===== src/rtl/conv_window_streamer.sv =====
// conv_window_streamer
//
// Streaming 3x3 window generator for the convolution engine. Pixels arrive in
// raster order on an AXI4-Stream slave. Two line buffers hold the two previous
// rows, and a 3x3 window slides across the image. For every unpadded window
// position the block emits one AXI4-Stream beat. Each beat holds 9 image
// bytes followed by the 9 kernel bytes that were current when the beat was
// loaded. No arithmetic is done here; data passes through unmodified.
//
// Optional feature: define CNN_WIN_TLAST_EN to add m_axis_tlast. It marks the
// last window of each frame.
//
// Ports:
//   aclk, aresetn   clock, synchronous active-low reset
//   s_axis_*        pixel stream in (tdata/tvalid/tready)
//   ker_wr_*        kernel register write port (addr 0..8, 9..15 ignored)
//   m_axis_*        window beat out (tdata = 18 elements, tvalid/tready)
//   m_axis_tlast    last beat of frame (only with CNN_WIN_TLAST_EN)

module conv_window_streamer #(
  parameter int DATA_WIDTH = 8,
  parameter int IMG_WIDTH  = 28,
  parameter int IMG_HEIGHT = 28
) (
  input  logic                       aclk,
  input  logic                       aresetn,
  input  logic [DATA_WIDTH-1:0]      s_axis_tdata,
  input  logic                       s_axis_tvalid,
  output logic                       s_axis_tready,
  input  logic                       ker_wr_en,
  input  logic [3:0]                 ker_wr_addr,
  input  logic [DATA_WIDTH-1:0]      ker_wr_data,
  output logic [DATA_WIDTH*18-1:0]   m_axis_tdata,
  output logic                       m_axis_tvalid,
  input  logic                       m_axis_tready
`ifdef CNN_WIN_TLAST_EN
  ,
  output logic                       m_axis_tlast
`endif
);

  localparam int CW = $clog2(IMG_WIDTH);
  localparam int RW = $clog2(IMG_HEIGHT);
  localparam int BW = DATA_WIDTH * 18;
  localparam logic [CW-1:0] COL_LAST  = CW'(IMG_WIDTH - 1);
  localparam logic [RW-1:0] ROW_LAST  = RW'(IMG_HEIGHT - 1);
  localparam logic [CW-1:0] COL_FIRST = CW'(2);
  localparam logic [RW-1:0] ROW_FIRST = RW'(2);

  logic [CW-1:0]         col_q, col_d;
  logic [RW-1:0]         row_q, row_d;
  logic [DATA_WIDTH-1:0] win_q       [0:2][0:2];
  logic [DATA_WIDTH-1:0] win_d       [0:2][0:2];
  logic [DATA_WIDTH-1:0] win_shift_s [0:2][0:2];
  logic [DATA_WIDTH-1:0] ker_q [0:8];
  logic [DATA_WIDTH-1:0] ker_d [0:8];
  logic [DATA_WIDTH-1:0] lb0_q [0:IMG_WIDTH-1];
  logic [DATA_WIDTH-1:0] lb0_d [0:IMG_WIDTH-1];
  logic [DATA_WIDTH-1:0] lb1_q [0:IMG_WIDTH-1];
  logic [DATA_WIDTH-1:0] lb1_d [0:IMG_WIDTH-1];
  logic [BW-1:0]         tdata_q, tdata_d, beat_s;
  logic                  tvalid_q, tvalid_d;
  logic                  accept_s, emit_s;
`ifdef CNN_WIN_TLAST_EN
  logic                  tlast_q, tlast_d;
`endif

  // The single output register frees up in the same cycle it drains, so there
  // is no bubble at full rate. Ready is also forced high during reset.
  assign s_axis_tready = !aresetn || !tvalid_q || m_axis_tready;
  assign accept_s      = aresetn && s_axis_tvalid && s_axis_tready;
  // Windows that overlap the top two rows or the left two columns are padded
  // positions and are never emitted.
  assign emit_s        = accept_s && (row_q >= ROW_FIRST) && (col_q >= COL_FIRST);
  assign m_axis_tdata  = tdata_q;
  assign m_axis_tvalid = tvalid_q;
`ifdef CNN_WIN_TLAST_EN
  assign m_axis_tlast  = tlast_q;
`endif

  // Window after shifting left and loading the incoming column.
  always_comb begin
    for (int r = 0; r < 3; r++) begin
      win_shift_s[r][0] = win_q[r][1];
      win_shift_s[r][1] = win_q[r][2];
    end
    win_shift_s[0][2] = lb0_q[col_q];
    win_shift_s[1][2] = lb1_q[col_q];
    win_shift_s[2][2] = s_axis_tdata;
  end

  // Pack the post-shift window and the current kernel into one beat.
  always_comb begin
    beat_s = {BW{1'b0}};
    for (int i = 0; i < 9; i++) begin
      beat_s[i*DATA_WIDTH +: DATA_WIDTH]     = win_shift_s[i/3][i%3];
      beat_s[(i+9)*DATA_WIDTH +: DATA_WIDTH] = ker_q[i];
    end
  end

  // Position counters, window update and output register next state.
  always_comb begin
    col_d    = col_q;
    row_d    = row_q;
    win_d    = win_q;
    tvalid_d = tvalid_q;
    tdata_d  = tdata_q;
`ifdef CNN_WIN_TLAST_EN
    tlast_d  = tlast_q;
`endif
    if (accept_s) begin
      win_d = win_shift_s;
      if (col_q == COL_LAST) begin
        col_d = {CW{1'b0}};
        if (row_q == ROW_LAST) begin
          row_d = {RW{1'b0}};
        end else begin
          row_d = row_q + RW'(1);
        end
      end else begin
        col_d = col_q + CW'(1);
        row_d = row_q;
      end
    end else begin
      win_d = win_q;
    end
    if (emit_s) begin
      tvalid_d = 1'b1;
      tdata_d  = beat_s;
`ifdef CNN_WIN_TLAST_EN
      tlast_d  = (row_q == ROW_LAST) && (col_q == COL_LAST);
`endif
    end else if (m_axis_tready) begin
      tvalid_d = 1'b0;
    end else begin
      tvalid_d = tvalid_q;
    end
  end

  // Line buffers move one row down at the accepted column.
  always_comb begin
    lb0_d = lb0_q;
    lb1_d = lb1_q;
    if (accept_s) begin
      lb0_d[col_q] = lb1_q[col_q];
      lb1_d[col_q] = s_axis_tdata;
    end else begin
      lb1_d = lb1_q;
    end
  end

  // Kernel register file writes; out-of-range addresses are dropped.
  always_comb begin
    ker_d = ker_q;
    if (ker_wr_en && (ker_wr_addr < 4'd9)) begin
      ker_d[ker_wr_addr] = ker_wr_data;
    end else begin
      ker_d = ker_q;
    end
  end

  // Control, window, kernel and output registers with synchronous reset.
  always_ff @(posedge aclk) begin
    if (!aresetn) begin
      col_q    <= {CW{1'b0}};
      row_q    <= {RW{1'b0}};
      tvalid_q <= 1'b0;
      tdata_q  <= {BW{1'b0}};
`ifdef CNN_WIN_TLAST_EN
      tlast_q  <= 1'b0;
`endif
      for (int r = 0; r < 3; r++) begin
        for (int c = 0; c < 3; c++) begin
          win_q[r][c] <= {DATA_WIDTH{1'b0}};
        end
      end
      for (int k = 0; k < 9; k++) begin
        ker_q[k] <= {DATA_WIDTH{1'b0}};
      end
    end else begin
      col_q    <= col_d;
      row_q    <= row_d;
      tvalid_q <= tvalid_d;
      tdata_q  <= tdata_d;
`ifdef CNN_WIN_TLAST_EN
      tlast_q  <= tlast_d;
`endif
      win_q    <= win_d;
      ker_q    <= ker_d;
    end
  end

  // Line buffers are deliberately not reset: emission needs row >= 2, so
  // stale contents are always overwritten before they can reach a beat.
  always_ff @(posedge aclk) begin
    lb0_q <= lb0_d;
    lb1_q <= lb1_d;
  end

endmodule


===== config.mk =====
export PLATFORM = sky130hd
export DESIGN_NAME = conv_window_streamer
export DESIGN_NICKNAME = d
export VERILOG_FILES = /design/src/rtl/conv_window_streamer.sv
export SDC_FILE = /design/constraint.sdc
export NUM_CORES = 1
export LEC_CHECK = 0
export CAP_MARGIN = 10
export CORE_UTILIZATION = 25
export CTS_CLUSTER_DIAMETER = 100
export DETAILED_ROUTE_END_ITERATION = 7
export PLACE_DENSITY = 0.41
export SYNTH_ARGS = -nofsm -noshare
export SYNTH_HDL_FRONTEND = slang
export SYNTH_SLANG_ARGS = --single-unit
export TNS_END_PERCENT = 20

===== constraint.sdc =====
create_clock -name aclk -period 2.95 [get_ports aclk]
set_input_delay 0.59 -clock aclk [delete_from_list [all_inputs] [get_ports aclk]]
set_output_delay 0.59 -clock aclk [all_outputs]
set_load 0.03 [all_outputs]

* Yosys cells after proc, flatten, opt, wreduce, memory -nomap -nowiden
Cells that the tools add are included.
Storage, ports and cells: bits in registers 723, input port bits 25, output and inout port bits 146, logic and storage cells 118
Cells by class: add/sub/neg operators 2, $lt $le $gt $ge 7, equal/unequal tests 2, mux-type cells 17, bitwise gates (word level) 2, reductions and logical operators 13
Operators with widths (count):
- $bwmux 224 | 2
- $bmux 8 s5 | 2
- $bwmux 72 | 1
- $mux 8 | 6
- $demux 8 s5 | 1
- $demux 8 s4 | 1
- $add 5x1->5 const B | 2
- $eq 5x5->1 const B | 2
- $ge 5x2->1 const B | 2
- $mux 5 | 2
- $logic_and 1x1->1 | 7
- $ge 6x6->1 const B | 1
- $lt 6x1->1 const B | 1
- $not 5->6 | 1
- $ge 5x5->1 const B | 1
- $lt 5x1->1 const B | 1
- $not 4->5 | 1
- $lt 4x4->1 const B | 1
- $logic_not 1->1 | 2
- $logic_or 1x1->1 | 2
- $mux 1 | 2
- $reduce_and 2->1 | 1
- $reduce_bool 2->1 | 1

* Longest topological paths before layout
Gate-level depths: netlist of run 1.
depth in word-level cells 7, depth in mapped cells 12, mapped depth without buffers 7

* Worst setup path before layout of run 1
OpenSTA, ideal clock, no wires.
path kind input to register, from input port m_axis_tready, to register lb0_q[112] in the netlist's numbering (enable), setup time 0.388 ns, arrival 2.346 ns, required time 2.562 ns, path slack 0.216 ns, stages 5, buffers on the path 1, cells stage by stage and3b_1 -> nor2_1 -> clkbuf_1 -> nand3_1 -> nor2_1
Between the ends: longest elaborated chain between the ends 2
Ends and longest elaborated chain:
- from (decl) | line 35 | input logic m_axis_tready
- $logic_or 1x1->1 | line 70 | assign s_axis_tready = !aresetn || !tvalid_q || m_axis_tready;
- $logic_and 1x1->1 | line 71 | assign accept_s = aresetn && s_axis_tvalid && s_axis_tready;
- to (signal assigned) | line 196 | lb0_q <= lb0_d;
- to (decl) | line 57 | logic [DATA_WIDTH-1:0] lb0_q [0:IMG_WIDTH-1];
No other way between the ends. A chain may end at the register's enable or synchronous reset.

* Worst setup path in the final report of run 1
from register col_q[0], to register lb0_q[73] in the netlist's numbering, data pin
Between the ends: elaborated cells on any way between the ends 10, classes of those cells order compare: 2; mux: 6; bitwise: 1; reduce/logical: 1
RTL lines:
- from (decl) | line 50 | logic [CW-1:0] col_q, col_d;
- from (signal assigned) | line 165 | col_q <= {CW{1'b0}};
- from (signal assigned) | line 181 | col_q <= col_d;
- $not 5->6
- $bmux 8 s5
- $mux 8 (2 in series)
- via beat_s[41] | line 61 | logic [BW-1:0] tdata_q, tdata_d, beat_s;
- $bwmux 224 | line 145 | lb0_d[col_q] = lb1_q[col_q];
The timed path passes the listed nets, and every way through them passes these cells. The select of a mux whose other input is x is not followed.

==> results.py, run 1 <==
metrics = {
    "yosys": {
        "synth-edff-count": 448,
        "synth_top_area_share_pct": 49.4,
        "syn_area_per_cell_um2": 13.5,
        "ys_types": 61,
        "ys_top_cells_by_area": "edfxtp_1, dfxtp_1, mux2i_1, nand2_1, mux4_2",
        "synth_commonest_cells": "edfxtp_1, nand2_1, dfxtp_1, mux2i_1, a21oi_1",
        "synth-seq-area-share_pct": 69.7,
        "yosysMostFrequentCell": "edfxtp_1",
        "ys.flop_type": "edfxtp_1",
        "yosys_warnings": 0,
        "syn_area_um2": 27200,
        "synth_top_area_cell": "edfxtp_1",
        "synth-seq-cells": 723,
        "synthesis.nets": 2044,
        "synthArstFlopShare_pct": 0,
        "synth_cells": 2013,
    },
    "timing": {
        "setup-violations-final": 0,
        "finalHoldViolCount": 0,
        "fin_worst_skew_ps": 26.2,
        "postLayoutSetupSlackWorst_ps": 191,
        "drv_slew": 0,
        "fin_crit_sh_pct": 93.5,
        "worstMarginPinSlew_ps": 869,
        "period_minus_slack_ps": 2760,
        "rsz0062_at_grt": "false",
        "fmax_mhz": 362,
        "slew_headroom_pct": 41.6,
        "fin_setup_tns_ps": 0,
    },
    "global_routing": {
        "grt_first_pass_wirelength_mm": 120,
        "antenna_found_initial": 0,
        "first_global_vias": 17500,
        "grt_max_degree": 147,
        "grt_util_all_layers_pct": 14.6,
        "overflow": 0,
    },
    "routing": {
        "drt_iter0_markers": 1206,
        "postRouteAntennaNets": 0,
        "avgRoutedWirePerCell_um": 21.6,
        "post-route-drc-count": 0,
        "routed_wl_mm": 81.3,
        "drtPass1Iterations": 5,
        "dr_total_vias": 17100,
        "via_per_inst": 4.52,
    },
    "worst_hold_path": {
        "hp-start": "aresetn",
        "hold_end": "row_q[2]",
        "min_path_cells": 3,
        "hold_class": "input port to flop",
    },
    "worst_setup_path": {
        "worstReg2RegStart": "col_q[0]",
        "cp_num_buf_inv": 2,
        "worst-setup-path-type": "flop to flop",
        "cp_top_family": "simple AND/OR/NAND/NOR gates",
        "critPathRequiredTime_ps": 3310,
        "path_cells": "and2_1 > a21oi_1 > and3_1 > a211oi_2 > inv_1 > buf_12",
        "timing.rr.end": "lb0_q[73]",
        "slowest_stage": "dfxtp_4",
        "critPathMaxFanout": 33,
        "regToRegSetupSlack_ps": 190,
        "critPathMaxStageDelay_ps": 740,
        "start_kind": "flop",
        "cp-end-kind": "flop",
        "r2r_cells": 6,
        "worstPathArrival_ps": 3120,
    },
    "clocking": {
        "h-tree-depth": 3,
        "clk_pin_slew_worst_paths_ps": 60,
        "cts_buffer_depth": 3,
        "cts_tree": "yes",
        "cts_hold_buf": 0,
        "cts_setup_buffers": 0,
        "cts_sinks": 723,
        "numCtsBuffers": 80,
        "insertion_delay_ps": 640,
        "cts_root_buffer": "clkbuf_16",
        "cts_resized": 0,
    },
    "placed_design": {
        "io_buffers": 170,
        "place.detailed.hpwl_mm": 55.6,
        "placed_cell_area_um2": 31800,
        "dp_slack_ps": 56.0,
        "gp_routability_congestion": 0.780,
    },
    "floorplanning": {
        "die_w_um": 332,
        "io-pin-count": 171,
        "coreArea_um2": 108000,
        "die_h_um": 332,
        "rows": 120,
        "design.die.area_um2": 110000,
        "start_util_pct": 25.3,
    },
    "cells_and_area": {
        "drive_gt1_share_pct": 16.6,
        "finalNetCount": 2335,
        "diodes": 0,
        "finalInstanceArea_um2": 34500,
        "area_delta_synth_final_pct": 26.8,
    },
    "run_status": {
        "status": "completed",
    },
    "power_and_ir_drop": {
        "ir_drop_v": 0.000401,
        "powerDensity_nw_per_um2": 651,
        "p_leak_nw": 11.6,
    },
    "run": {
        "maxCapViolCount": 0,
    },
}
metrics by stage:
step / hold WS [ps] / instances / total power [mW] / utilization (%)
CTS: 403 / 3772 / 22.8 / 32.1
global placement: 439 / 3624 / 12.5 / 29.6
floorplan: 428 / 2013 / 11.8 / -
global route: 429 / 3772 / 23.2 / 32.1
detailed placement: 440 / 3625 / 12.5 / 29.6
finish: 441 / 3772 / 22.5 / 32.1
cell families (layout without fill, tap and decap cells):
| group | after synthesis | in the layout | synth area share [%] |
|---|---|---|---|
| flops | 723 | 723 | 69.7 |
| compound gates | 293 | 293 | 6.36 |
| xor+xnor | 3 | 3 | 0.0966 |
| buf+inv | 144 | 500 | 2.75 |
| mux | 250 | 250 | 11.4 |
| fa+ha+maj | 6 | 6 | 0.276 |
| simple gates | 594 | 594 | 9.40 |
worst max path at each step:
| stage | start | end | slack, ps | depth (start not counted) |
|---|---|---|---|---|
| final | col_q[0] | lb0_q[73] | 190 | 6 |
| after global routing | col_q[0] | lb0_q[73] | 80 | 8 |
| after CTS | col_q[0] | beat_s[12] | 190 | 5 |
| after detailed placement | m_axis_tready | m_axis_tdata[107] | 60 | 8 |
| after global placement | m_axis_tready | m_axis_tdata[133] | 150 | 8 |
| after floorplan | m_axis_tready | lb0_q[112] | 220 | 5 |
cells in the final DEF (no fill, tap or decap), types with 9 or more instances in the layout:
cell type          n
nor2_2            17
o22ai_1           40
a211oi_1          12
clkinv_1          11
clkinv_2          14
clkdlybuf4s50_1  168
mux4_2            48
clkbuf_16         85
buf_4            138
nor2_1            99
edfxtp_1         448
o21ai_0           30
a21oi_1          156
a22oi_1           23
nor2b_1            9
buf_12            36
nand3_1           59
inv_1              9
dfxtp_1          273
clkbuf_1          11
nand2_1          346
mux2i_1          195
and3_1            10
tightest hold or removal path: cells and delay by family:
| kind | cells | cell delay (ps) |
|---|---|---|
| buf+inv | 2 | 280 |
| compound gates | 1 | 160 |
power breakdown:
part / switching [mW] / total [mW] / internal (mW)
logic: 0.787 / 1.26 / 0.476
registers: 0.0776 / 11.0 / 10.9
clock network: 4.15 / 10.2 / 6.08
total: 5.01 / 22.5 / 17.4
state kept, by name, summed over array words and instances (netlist names):
| name | count |
|---|---|
| beat_s | 120 |
| row_q | 5 |
| m_axis_tvalid | 1 |
| lb1_q | 224 |
| m_axis_tdata | 144 |
| col_q | 5 |
| lb0_q | 224 |
final cells by class:
class / count / area (µm²)
clock buffers: 104 / 2270
clock inverters: 43 / 438
fillers: 10700 / 73000
inverters: 10 / 42.5
multi-input cells: 1146 / 7570
flip-flops and latches: 723 / 19000
well taps: 1403 / 1760
repair buffers: 343 / 3450
routing by layer:
| layer | global-route usage (%) | vias to the layer above | wire length [µm] |
|---|---|---|---|
| li1 | - | 7978 | - |
| met1 | 19.0 | 8563 | 36400 |
| met2 | 24.2 | 383 | 38700 |
| met3 | 2.59 | 137 | 3510 |
| met4 | 5.38 | 0 | 2700 |
| met5 | 0 | - | 0 |
No activity file was read; power rests on OpenSTA's default activity.
==> run 2, diff against run 1 <==
- CAP_MARGIN: 10 -> 20
==> run 2 against run 1 <==
Net effect:
- first-iteration DRC count shrank 0.41%
- routed wire length is 0.30% lower
- clock power is essentially flat
- core utilization shrank 0.085 points
- combinational power barely moved
- final area fell by 0.26%
- sequential share of layout area rose by 0.15 points
- clock skew about the same
- via count decreased by 0.24%
- critical path depth increased by 2
- sequential cell count unchanged
- critical path type unchanged
==> results.py, run 2 (synthesis gave the netlist of run 1 again) <==
metrics = {
    "placed_design": {
        "place.detailed.hpwl_mm": 55.5,
        "gp_routability_congestion": 0.780,
        "placed_cell_area_um2": 31800,
        "io_buffers": 170,
    },
    "worst_setup_path": {
        "cp_num_cells": 8,
        "worst-setup-path-type": "flop to flop",
        "critPathRequiredTime_ps": 3320,
        "slowest_stage": "dfxtp_4",
        "start_kind": "flop",
        "cp_top_family": "buffers and inverters",
        "critPathMaxFanout": 33,
        "cp-end-kind": "flop",
        "cp_num_buf_inv": 4,
        "worstPathArrival_ps": 3090,
        "critPathMaxStageDelay_ps": 710,
        "r2r_cells": 8,
        "cpMostUsedCell": "buf_12",
        "path_cells": "buf_12 > nor2b_1 > buf_4 > a22oi_1 > and3_1 > a211oi_2 > inv_1 > buf_12",
    },
    "floorplanning": {
        "coreArea_um2": 108000,
        "die_w_um": 332,
        "rows": 120,
        "die_h_um": 332,
        "design.die.area_um2": 110000,
        "io-pin-count": 171,
        "start_util_pct": 25.3,
    },
    "timing": {
        "period_minus_slack_ps": 2720,
        "rsz0062_at_grt": "false",
        "drv_slew": 0,
        "worstMarginPinSlew_ps": 851,
        "fin_worst_skew_ps": 26.5,
        "fmax_mhz": 368,
        "finalHoldViolCount": 0,
        "slew_headroom_pct": 42.8,
        "fin_setup_tns_ps": 0,
        "setup-violations-final": 0,
        "fin_crit_sh_pct": 92.1,
    },
    "power_and_ir_drop": {
        "power.switching_mw": 4.96,
        "clkPwrFrac_pct": 44.8,
        "switching_share_pct": 22.4,
        "p_leak_nw": 11.5,
        "power_frac_seq_pct": 49.5,
        "p_int_mw": 17.2,
        "ir_drop_v": 0.000404,
        "comb_power_share_pct": 5.7,
        "powerDensity_nw_per_um2": 644,
    },
    "routing": {
        "routed_wl_mm": 81.1,
        "postRouteAntennaNets": 0,
        "post-route-drc-count": 0,
        "via_per_inst": 4.51,
        "avgRoutedWirePerCell_um": 21.5,
        "drtPass1Iterations": 5,
        "dr_total_vias": 17000,
        "drt_iter0_markers": 1201,
    },
    "cells_and_area": {
        "finalNetCount": 2335,
        "finalInstanceArea_um2": 34400,
        "nFillCells": 10700,
        "layout_commonest_cell": "edfxtp_1",
        "drive_gt1_share_pct": 16.2,
        "seqCellArea_um2": 19000,
        "diodes": 0,
        "multi_input_area_um2": 7570,
        "final_cell_mix": "edfxtp_1, nand2_1, dfxtp_1, mux2i_1, clkdlybuf4s50_1",
        "area_delta_synth_final_pct": 26.4,
    },
    "run_status": {
        "status": "completed",
    },
    "clocking": {
        "clk_pin_slew_worst_paths_ps": 60,
        "cts_sinks": 723,
        "cts_hold_buf": 0,
        "insertion_delay_ps": 640,
        "cts_buffer_depth": 3,
        "cts_tree": "yes",
        "cts_setup_buffers": 0,
        "cts_root_buffer": "clkbuf_16",
        "h-tree-depth": 3,
        "cts_resized": 0,
        "numCtsBuffers": 80,
    },
    "worst_hold_path": {
        "hold_class": "input port to flop",
        "min_path_cells": 3,
    },
    "global_routing": {
        "grt_util_all_layers_pct": 14.6,
        "overflow": 0,
        "antenna_found_initial": 0,
        "grt_max_degree": 147,
        "first_global_vias": 17300,
        "grt_first_pass_wirelength_mm": 119,
    },
    "run": {
        "maxCapViolCount": 0,
    },
}
## run 2: final cells by class
class	instances	area share (%)
flip-flops and latches	723	55.1
multi-input cells	1146	22.0
repair buffers	343	10.0
clock buffers	119	6.87
well taps	1403	5.10
clock inverters	27	0.746
inverters	10	0.124
## run 2: metal layers
metal / routed length (µm) / global-route usage [%] / up-vias
li1: - / - / 7965
met1: 36700 / 19.0 / 8605
met2: 39000 / 24.2 / 328
met3: 3020 / 2.65 / 122
met4: 2350 / 4.80 / 0
met5: 0 / 0 / -
## run 2: path summary, 6_finish.rpt
kind	start	end	slack, ps
worst min register to register	beat_s[80]	m_axis_tdata[80]	450
worst max-delay path	col_q[0]	lb0_q[89]	230
worst min-delay path	aresetn	row_q[2]	440
worst max register to register	col_q[0]	lb0_q[89]	230
## run 2: per-stage QoR
stage          total power [mW]  cells  hold slack [ps]  setup slack (ps)  utilization (%)
2_1_floorplan              11.8   2013              428               216                -
3_3_place_gp               12.5   3624              439               145             29.6
3_5_place_dp               12.5   3625              444              44.5             29.6
4_1_cts                    22.4   3771              407               196             32.0
5_1_grt                    22.9   3771              438               111             32.0
6_report                   22.1   3771              438               233             32.0
## run 2: tightest hold or removal path, delay by kind of cell
family                 cells  cell delay (ps)
AO/OA/AOI/OAI              1              170
buffers and inverters      2              280
## run 2: power by group through the flow
stage                     Sequential (mW)  Combinational [mW]  Clock [mW]
after global routing                 11.0                1.35        10.6
after detailed placement             11.2                1.29           0
after global placement               11.2                1.28           0
after floorplan                      11.1               0.679           0
final                                11.0                1.26        9.92
after CTS                            11.0                1.30        10.2
==> run 3, diff against run 2 <==
- PLACE_DENSITY: 0.41 -> not set
==> run 3 against run 2 <==
Net effect:
- fmax fell by 4.3%
- critical path depth fell by 1
- worst hold slack worse by 95 ps
- final area shrank 1.5%
- critical path type unchanged
- cell count shrank 0.90%
- clock-buffer cell count shrank 23
- critical endpoint is now beat_s[9]
- sequential share of layout area grew 0.81 points
- die area is the same
- clock power decreased by 9.5%
- routed wire length is 11% lower
- clock skew down 1.0 ps
==> results.py, run 3 (synthesis gave the netlist of run 1 again) <==
metrics = {
    "routing": {
        "highest_layer": "met5",
        "drt_iter0_markers": 1477,
        "dr_total_vias": 16900,
        "avgRoutedWirePerCell_um": 19.3,
        "postRouteAntennaNets": 0,
        "wl_met2_mm": 33.6,
        "routed_wl_mm": 72.2,
        "wl_met3_mm": 4.29,
        "wl_met1_mm": 32.4,
        "drtPass1Iterations": 5,
        "via_per_inst": 4.53,
        "post-route-drc-count": 0,
    },
    "clocking": {
        "cts_resized": 0,
        "h-tree-depth": 3,
        "cts_setup_buffers": 0,
        "cts_tree": "yes",
        "numCtsBuffers": 73,
        "clk_pin_slew_worst_paths_ps": 60,
        "cts_hold_buf": 0,
        "cts_buffer_depth": 3,
        "cts_sinks": 723,
        "cts_root_buffer": "clkbuf_16",
        "insertion_delay_ps": 630,
    },
    "floorplanning": {
        "io-pin-count": 171,
        "coreArea_um2": 108000,
        "design.die.area_um2": 110000,
        "die_w_um": 332,
        "rows": 120,
        "die_h_um": 332,
        "start_util_pct": 25.3,
    },
    "cells_and_area": {
        "multi_input_area_um2": 7540,
        "final_cell_mix": "edfxtp_1, nand2_1, dfxtp_1, mux2i_1, clkdlybuf4s50_1",
        "seqCellArea_um2": 19000,
        "area_delta_synth_final_pct": 24.6,
        "drive_gt1_share_pct": 14.8,
        "fin_util_pct": 31.5,
        "layout_commonest_cell": "edfxtp_1",
        "finalNetCount": 2307,
        "diodes": 0,
        "layoutNonFillerInstCount": 3737,
        "nFillCells": 10700,
    },
    "power_and_ir_drop": {
        "ir_drop_v": 0.000502,
        "powerDensity_nw_per_um2": 624,
        "p_leak_nw": 11.2,
    },
    "timing": {
        "fin_worst_skew_ps": 25.5,
        "finalHoldViolCount": 0,
        "fin_crit_sh_pct": 96.2,
        "worstMarginPinSlew_ps": 1100,
        "drv_slew": 0,
        "hold_ws_ps": 342,
        "setup-violations-final": 0,
        "fin_setup_tns_ps": 0,
        "slew_headroom_pct": 26.7,
        "period_minus_slack_ps": 2840,
        "rsz0062_at_grt": "false",
        "fmax_mhz": 352,
        "postLayoutSetupSlackWorst_ps": 112,
    },
    "placed_design": {
        "place.detailed.hpwl_mm": 48.0,
        "io_buffers": 170,
        "dp_slack_ps": 80.2,
        "place_inst": 3604,
        "gp_routability_congestion": 0.824,
    },
    "worst_setup_path": {
        "timing.rr.end": "beat_s[9]",
        "crit_start": "col_q[1]",
        "endpoint": "beat_s[9]",
        "path_cells": "buf_12 > buf_12 > mux4_2 > o21a_1 > a2111oi_1 > buf_4 > o31ai_1",
        "critPathRequiredTime_ps": 3440,
        "cp_top_family": "compound AO/OA/AOI/OAI gates",
        "cp_num_cells": 7,
        "cp_num_buf_inv": 3,
        "cpMostUsedCell": "buf_12",
        "worst-setup-path-type": "flop to flop",
        "cp-end-kind": "flop",
        "slowest_stage": "dfxtp_4",
        "r2r_cells": 7,
        "worstPathArrival_ps": 3320,
        "worstReg2RegStart": "col_q[1]",
        "regToRegSetupSlack_ps": 110,
        "critPathMaxStageDelay_ps": 650,
        "critPathMaxFanout": 25,
        "start_kind": "flop",
    },
    "global_routing": {
        "grt_util_all_layers_pct": 12.9,
        "grt_first_pass_wirelength_mm": 108,
        "first_global_vias": 16600,
        "antenna_found_initial": 3,
        "grt_max_degree": 204,
        "overflow": 0,
    },
    "worst_hold_path": {
        "hold_class": "input port to flop",
    },
    "run_status": {
        "status": "completed",
    },
    "run": {
        "maxCapViolCount": 0,
    },
}
-- run 3: changes by cell type in the layout (fill, tap and decap cells not counted), sizes merged --
cell / delta
clkinv: +6
clkbuf: -23
buf: -22
inv: -2
clkdlybuf4s50: +1
clkinvlp: +6
-- run 3: layout make-up --
cell class,instances,share of cell area [%]
repair buffers,322,9.61
well taps,1403,5.18
clock buffers,96,5.98
inverters,10,0.125
clock inverters,37,0.919
flip-flops and latches,723,55.9
multi-input cells,1146,22.2
-- run 3: worst min-delay path: cells and delay by family --
kind | cells | cell delay, ps
buffers and inverters | 1 | 160
AND/OR/NAND/NOR | 2 | 150
-- run 3: worst min-delay path by stage --
stage	from	slack [ps]	cells past startpoint	endpoint
6_report	aresetn	340	3	m_axis_tdata[70]
5_1_grt	aresetn	350	3	m_axis_tdata[69]
4_1_cts	aresetn	300	3	m_axis_tdata[69]
3_5_place_dp	beat_s[131]	440	2	m_axis_tdata[131]
3_3_place_gp	beat_s[135]	440	2	m_axis_tdata[135]
2_1_floorplan	beat_s[11]	430	2	m_axis_tdata[11]
-- run 3: routing by layer --
layer / vias to the layer above / GRT usage (%)
li1: 7881 / -
met1: 8434 / 17.6
met2: 496 / 20.6
met3: 98 / 2.40
met4: 2 / 4.24
met5: - / 0
-- run 3: per-stage QoR --
stage,cell area [µm²],total power [mW]
global route,33900,21.8
finish,33900,21.2
CTS,33900,21.4
floorplan,27200,11.8
detailed placement,31600,12.4
global placement,31500,12.4
-- run 3: power breakdown --
part	internal (mW)	total [mW]	switching, mW
registers	10.9	11.0	0.0755
logic	0.475	1.22	0.746
clock network	5.13	8.98	3.85
total	16.5	21.2	4.67
